<file path="src/rtl/reg_file_wb.sv">
// Register file + write-back stage: two combinational read ports, one write per clk edge, commit counter.
// Optional REGFILE_BYPASS_EN forwards same-cycle wb_data to matching read ports; no handshake, never stalls.
module reg_file_wb #(
  parameter int DATA_W   = 8,
  parameter int ADDR_W   = 3,
  parameter int NUM_REGS = 8,
  parameter int ZERO_REG = 0
) (
  input  logic              clk,
  input  logic              reset,
  input  logic [ADDR_W-1:0] rs_addr,
  input  logic [ADDR_W-1:0] rt_addr,
  input  logic [ADDR_W-1:0] rd_addr,
  input  logic              wb_en,
  input  logic [DATA_W-1:0] wb_data,
  output logic [DATA_W-1:0] rs_data,
  output logic [DATA_W-1:0] rt_data,
  output logic [7:0]        wb_count,
  output logic [ADDR_W-1:0] wb_last_addr
);

  logic [DATA_W-1:0] r_regs [NUM_REGS];
  logic [7:0]        r_wb_count;
  logic [ADDR_W-1:0] r_wb_last_addr;

  logic              w_commit;
  logic              w_rs_zero;
  logic              w_rt_zero;
  logic [DATA_W-1:0] w_rs_stored;
  logic [DATA_W-1:0] w_rt_stored;

  // Writes to r0 are dropped entirely (not stored, not counted) when ZERO_REG is set.
  assign w_commit  = wb_en && !((ZERO_REG != 0) && (rd_addr == '0));
  assign w_rs_zero = (ZERO_REG != 0) && (rs_addr == '0);
  assign w_rt_zero = (ZERO_REG != 0) && (rt_addr == '0);

  always_ff @(posedge clk or posedge reset) begin
    if (reset) begin
      for (int i = 0; i < NUM_REGS; i++) begin
        r_regs[i] <= '0;
      end
      r_wb_count     <= '0;
      r_wb_last_addr <= '0;
    end else if (w_commit) begin
      r_regs[rd_addr] <= wb_data;
      r_wb_count      <= r_wb_count + 8'd1;
      r_wb_last_addr  <= rd_addr;
    end
  end

  assign w_rs_stored = w_rs_zero ? '0 : r_regs[rs_addr];
  assign w_rt_stored = w_rt_zero ? '0 : r_regs[rt_addr];

`ifdef REGFILE_BYPASS_EN
  logic w_rs_byp;
  logic w_rt_byp;

  assign w_rs_byp = w_commit && !reset && (rd_addr == rs_addr);
  assign w_rt_byp = w_commit && !reset && (rd_addr == rt_addr);
  assign rs_data  = w_rs_byp ? wb_data : w_rs_stored;
  assign rt_data  = w_rt_byp ? wb_data : w_rt_stored;
`else
  assign rs_data  = w_rs_stored;
  assign rt_data  = w_rt_stored;
`endif

  assign wb_count     = r_wb_count;
  assign wb_last_addr = r_wb_last_addr;

endmodule

</file>
<file path="config.mk">
export PLATFORM = sky130hd
export DESIGN_NAME = reg_file_wb
export DESIGN_NICKNAME = d
export VERILOG_FILES = /design/src/rtl/reg_file_wb.sv
export SDC_FILE = /design/constraint.sdc
export NUM_CORES = 1
export LEC_CHECK = 0
export ABC_AREA = 0
export CAP_MARGIN = 0
export CORE_UTILIZATION = 55
export DETAILED_ROUTE_END_ITERATION = 16
export PLACE_DENSITY = 0.89
export SYNTH_ARGS = -nofsm -noshare
export SYNTH_HDL_FRONTEND = slang
export SYNTH_SLANG_ARGS = --single-unit
</file>
<file path="constraint.sdc">
create_clock -name clk -period 4.75 [get_ports clk]
set_clock_uncertainty 0.05 [all_clocks]
set_input_delay 0.95 -clock clk [delete_from_list [all_inputs] [get_ports clk]]
set_output_delay 0.95 -clock clk [all_outputs]
set_load 0.01 [all_outputs]
</file>
**Word level (Yosys, flattened, before mapping)**

Index checks and enable logic that the tools add are counted.

- Bits in registers: 75
- Input bits: 20
- Output and inout bits: 27
- Word-level logic and storage cells: 28

- Add/sub/neg operators: 1
- Magnitude comparators: 4
- Multiplexer cells: 9
- Bitwise operators: 3
- Reduce and logical (&&, ||, !) cells: 1

Operators by type and width:

| cell | count |
|---|---|
| bitwise mux 64 bit | 1 |
| binary-select mux 8 bit (select 3 bit) | 2 |
| two-way mux 8 bit | 5 |
| demux 8 bit (select 3 bit) | 1 |
| greater-or-equal comparator 4 bit, second input constant | 3 |
| inverter 3 -> 4 bit | 3 |
| adder 8 x 1 -> 8 bit, second input constant | 1 |
| < comparator 4 x 1 -> 1 bit, second input constant | 1 |
| logical AND 1 bit | 1 |

**Logic depth before layout (Yosys ltp)**

- Depth after elaboration: 6
- Mapped depth: 5
- Depth with buffers taken out: 3

**Least setup slack after synthesis**

OpenSTA, ideal clock, no wires.

- Path type: input -> output
- From: in rs_addr[0]
- To: out rs_data[0]
- Data arrival time: 2.013 ns
- Data required time: 3.750 ns
- Setup slack: 1.737 ns
- Stages on the path: 4
- Buffers on the path: 2
- Cell sequence: buf_6 > buf_12 > mux4_1 > mux2_2

- Word-level cells in the longest chain between the ends: 4

RTL lines:

| item | line | source |
|---|---|---|
| start: declaration | 11 | `input logic [ADDR_W-1:0] rs_addr,` |
| inverter 3 -> 4 bit (not written as such) | 51 | `assign w_rs_stored = w_rs_zero ? '0 : r_regs[rs_addr];` |
| binary-select mux 8 bit (select 3 bit) | 51 |  |
| two-way mux 8 bit (not written as such) (2 in a row) | 51 |  |
| end: declaration | 16 | `output logic [DATA_W-1:0] rs_data,` |

No other way between the ends. The select of a mux whose other input is x is not followed.

**Worst setup path after layout**

- From: in rt_addr[0]
- To: out rt_data[5]

- Word-level cells in the longest chain between the ends: 4

RTL lines:

| item | line | source |
|---|---|---|
| start: declaration | 12 | `input logic [ADDR_W-1:0] rt_addr,` |
| inverter 3 -> 4 bit (not written as such) | 52 | `assign w_rt_stored = w_rt_zero ? '0 : r_regs[rt_addr];` |
| binary-select mux 8 bit (select 3 bit) | 52 |  |
| two-way mux 8 bit (not written as such) (2 in a row) | 52 |  |
| end: declaration | 17 | `output logic [DATA_W-1:0] rt_data,` |

No other way between the ends. The select of a mux whose other input is x is not followed.

==> flow_summary_export.csv <==
group,metric,value,unit
outcome,outcome,"complete, no violations",
critical_path,critical_path_required,3.75,ns
critical_path,timing.critical_path.to_type,"primary output",
cts,clock_tree_from_tritoncts,"done",
critical_path,worst-setup-path-type,"in2out",
yosys,synth_area_leader_cell,"sky130_fd_sc_hd__dfrtp_1",
finish,mostFrequentLayoutCell,"sky130_fd_sc_hd__mux2_2",
die,floorplan.die.height,87.3,µm
pwr,ir_drop,0.338,mV
place,gpl.final_weighted_congestion,0.718,
place,place_ws,0.654,ns
timing,worst-slew-pin-transition,0.885,ns
critical_path,timing.critical_path.fanout_max,16,
timing,finalWorstPathRequiredPeriod,4.08,ns
pwr,leakagePower,1.97,nW
routing,avgRoutedWirePerCell,21.0,µm
routing,detailedRoute.firstIterationViolations,127,
global_route,first_global_vias,2446,
yosys,ys.warnings.count,0,
yosys,syn_area,4000,µm²
timing,highest_clock_rate,245,MHz
cts,clock-sinks,75,
yosys,part_of_the_yosys_area_used_for_sequential_elements,46.9,%
die,std_cell_rows,30,
place,post-dp-hpwl,5.15,mm
yosys,synthesized_instance_count,235,
cts,root_buffer,"sky130_fd_sc_hd__clkbuf_8",
timing,setup-tns-final,0,ns
die,design.portCount,47,
hold_path,min_path_type,"reg2reg",
global_route,grt_remaining_overflow,0,
die,die_width,87.3,µm
cts,number_of_buffers_between_clock_root_and_the_deepest_sink,2,
yosys,avgSynthCellArea,17.0,µm²
finish,number_of_nets_in_the_layout,303,
critical_path,critPathArrivalTime,3.08,ns
yosys,post-synth-top-area-fraction,46.9,%
cts,clk_latency,0.35,ns
finish,drive_above_1_share,38.7,%
die,fp.dieArea,7620,µm²
timing,setup_violations,0,
timing,relSlewSlack,40.7,%
cts,clkSlewWorstSetupHoldPaths,0.07,ns
yosys,syn_nets,256,
yosys,yosys-top-cells-area,"sky130_fd_sc_hd__dfrtp_1 47%, sky130_fd_sc_hd__mux2_2 23%, sky130_fd_sc_hd__mux4_1 20%",
cts,post_cts_resize_count,0,
timing,setup_repair_after_global_routing_missed_its_margin,"no",
place,placement.io_buffers,46,
yosys,yosysUniqueCellTypes,24,
global_route,grt_util_all_layers,23.9,%
yosys,synth.ff_latch_count,75,
global_route,global_route_wire_length_before_repair,13.0,mm
timing,timing.final.ws_setup,0.670,ns
global_route,grt_antenna_before_repair,0,
job,maxCapViolations,0,
cts,clock_tree.htree_level_count,3,
finish,flow.area_growth_from_synthesis,17.1,%
routing,via_count,2332,
timing,final_hold_viol_count,0,
finish,postLayoutCoreUtil,67.8,%
routing,finalWirelength,8.02,mm
routing,viasPerCell,6.09,
timing,period_share,85.9,%
cts,cts_inserted_buffers,9,
routing,firstDrtPassIters,4,
routing,number_of_remaining_drc_errors,0,
die,effective_utilization_at_floorplan,57.9,%
timing,report.final.slew_viol_count,0,
global_route,grt_start_max_net_pins,42,
pwr,power.density_cell_area,413,nW/µm²
cts,cts_setup_buffers,0,
finish,layout_common_cells,"83 x sky130_fd_sc_hd__mux2_2, 75 x sky130_fd_sc_hd__dfrtp_1, 46 x sky130_fd_sc_hd__clkdlybuf4s50_1, 30 x sky130_fd_sc_hd__mux4_1, 11 x sky130_fd_sc_hd__clkbuf_8",
critical_path,crit_path_start_kind,"input port",
finish,antennaDiodeCount,0,
die,core-area,6910,µm²
routing,antenna_violating_nets_post_route,0,
cts,cts_hold_repair.buffers,0,
==> per-stage QoR <==
stage | instances | hold WS [ns] | instance area [µm²] | total power (W)
detailed placement | 367 | 0.411 | 4500 | 0.00151
CTS | 383 | 0.428 | 4680 | 0.00196
finish | 383 | 0.421 | 4680 | 0.00194
global route | 383 | 0.474 | 4680 | 0.00204
floorplan | 235 | 0.435 | 4000 | 0.00126
global placement | 367 | 0.409 | 4500 | 0.00147
==> cells in the mapped netlist <==
library cell                n
sky130_fd_sc_hd__and3_1     1
sky130_fd_sc_hd__buf_1      2
sky130_fd_sc_hd__buf_12     2
sky130_fd_sc_hd__buf_2      6
sky130_fd_sc_hd__buf_4      1
sky130_fd_sc_hd__buf_6      2
sky130_fd_sc_hd__clkbuf_1   2
sky130_fd_sc_hd__dfrtp_1   75
sky130_fd_sc_hd__ha_1       1
sky130_fd_sc_hd__inv_1      2
sky130_fd_sc_hd__mux2_2    83
sky130_fd_sc_hd__mux4_1    30
sky130_fd_sc_hd__mux4_2     2
sky130_fd_sc_hd__nand2_1    4
sky130_fd_sc_hd__nand2b_4   1
sky130_fd_sc_hd__nand4_1    4
sky130_fd_sc_hd__nand4b_1   3
sky130_fd_sc_hd__nor2_1     1
sky130_fd_sc_hd__nor3_1     1
sky130_fd_sc_hd__nor3_2     2
sky130_fd_sc_hd__nor3b_4    2
sky130_fd_sc_hd__o21ai_0    1
sky130_fd_sc_hd__xnor2_1    4
sky130_fd_sc_hd__xor2_1     3
==> layout make-up <==
class                      instances  area [µm²]
fill                             474        2220
multi-input combinational        143        2000
sequential                        75        1880
timing repair buffer              51         498
clock buffer                      12         155
tap                               96         120
clock inverter                     4        25.0
inverter                           2        7.51
==> routing by layer <==
layer | up-vias | global-route usage [%] | wire length [µm]
met5 | - | 0 | 0
met1 | 1230 | 32.4 | 3490
met3 | 9 | 6.82 | 433
met4 | 0 | 5.96 | 88
li1 | 1028 | - | -
met2 | 65 | 38.5 | 4010
==> cells by family (layout without fill, tap and decap cells) <==
kind of cell,Yosys count,in the layout,synth area share [%]
buffers and inverters,17,69,3.07
adders and majority gates,1,1,0.313
and+or+nand+nor,19,19,3.82
DFF,75,75,46.9
AOI/OAI and AO/OA,1,1,0.125
xor gates and xnor gates,7,7,1.53
muxes,115,115,44.2
==> critical path, cell delays in order <==
cell,delay [ns]
sky130_fd_sc_hd__clkdlybuf4s50_1,0.46
sky130_fd_sc_hd__buf_4,0.29
sky130_fd_sc_hd__mux4_1,0.60
sky130_fd_sc_hd__mux2_2,0.29
sky130_fd_sc_hd__clkdlybuf4s50_1,0.48
==> worst paths after layout <==
| kind | startpoint | to | slack, ns | cells past startpoint |
|---|---|---|---|---|
| max in group asynchronous | reset | r_regs[2] | 2.70 | 3 |
| max reg2reg | wb_count[2] | wb_count[7] | 3.50 | 3 |
| min | wb_count[7] | wb_count[7] | 0.42 | 1 |
| min in group asynchronous | reset | r_regs[30] | 0.99 | 2 |
| min reg2reg | wb_count[7] | wb_count[7] | 0.42 | 1 |
| max | rt_addr[0] | rt_data[5] | 0.67 | 5 |
==> power by group <==
| group | internal (W) | switching [W] |
|---|---|---|
| Clock | 0.000216 | 0.000225 |
| Combinational | 0.000387 | 0.000196 |
| Sequential | 0.000791 | 0.000121 |
| Total | 0.00139 | 0.000541 |
==> sequential cells by signal, indices dropped and copies added (netlist names) <==
| register | count |
|---|---|
| wb_count | 8 |
| r_regs | 64 |
| wb_last_addr | 3 |
No activity file was read; power rests on OpenSTA's default activity.
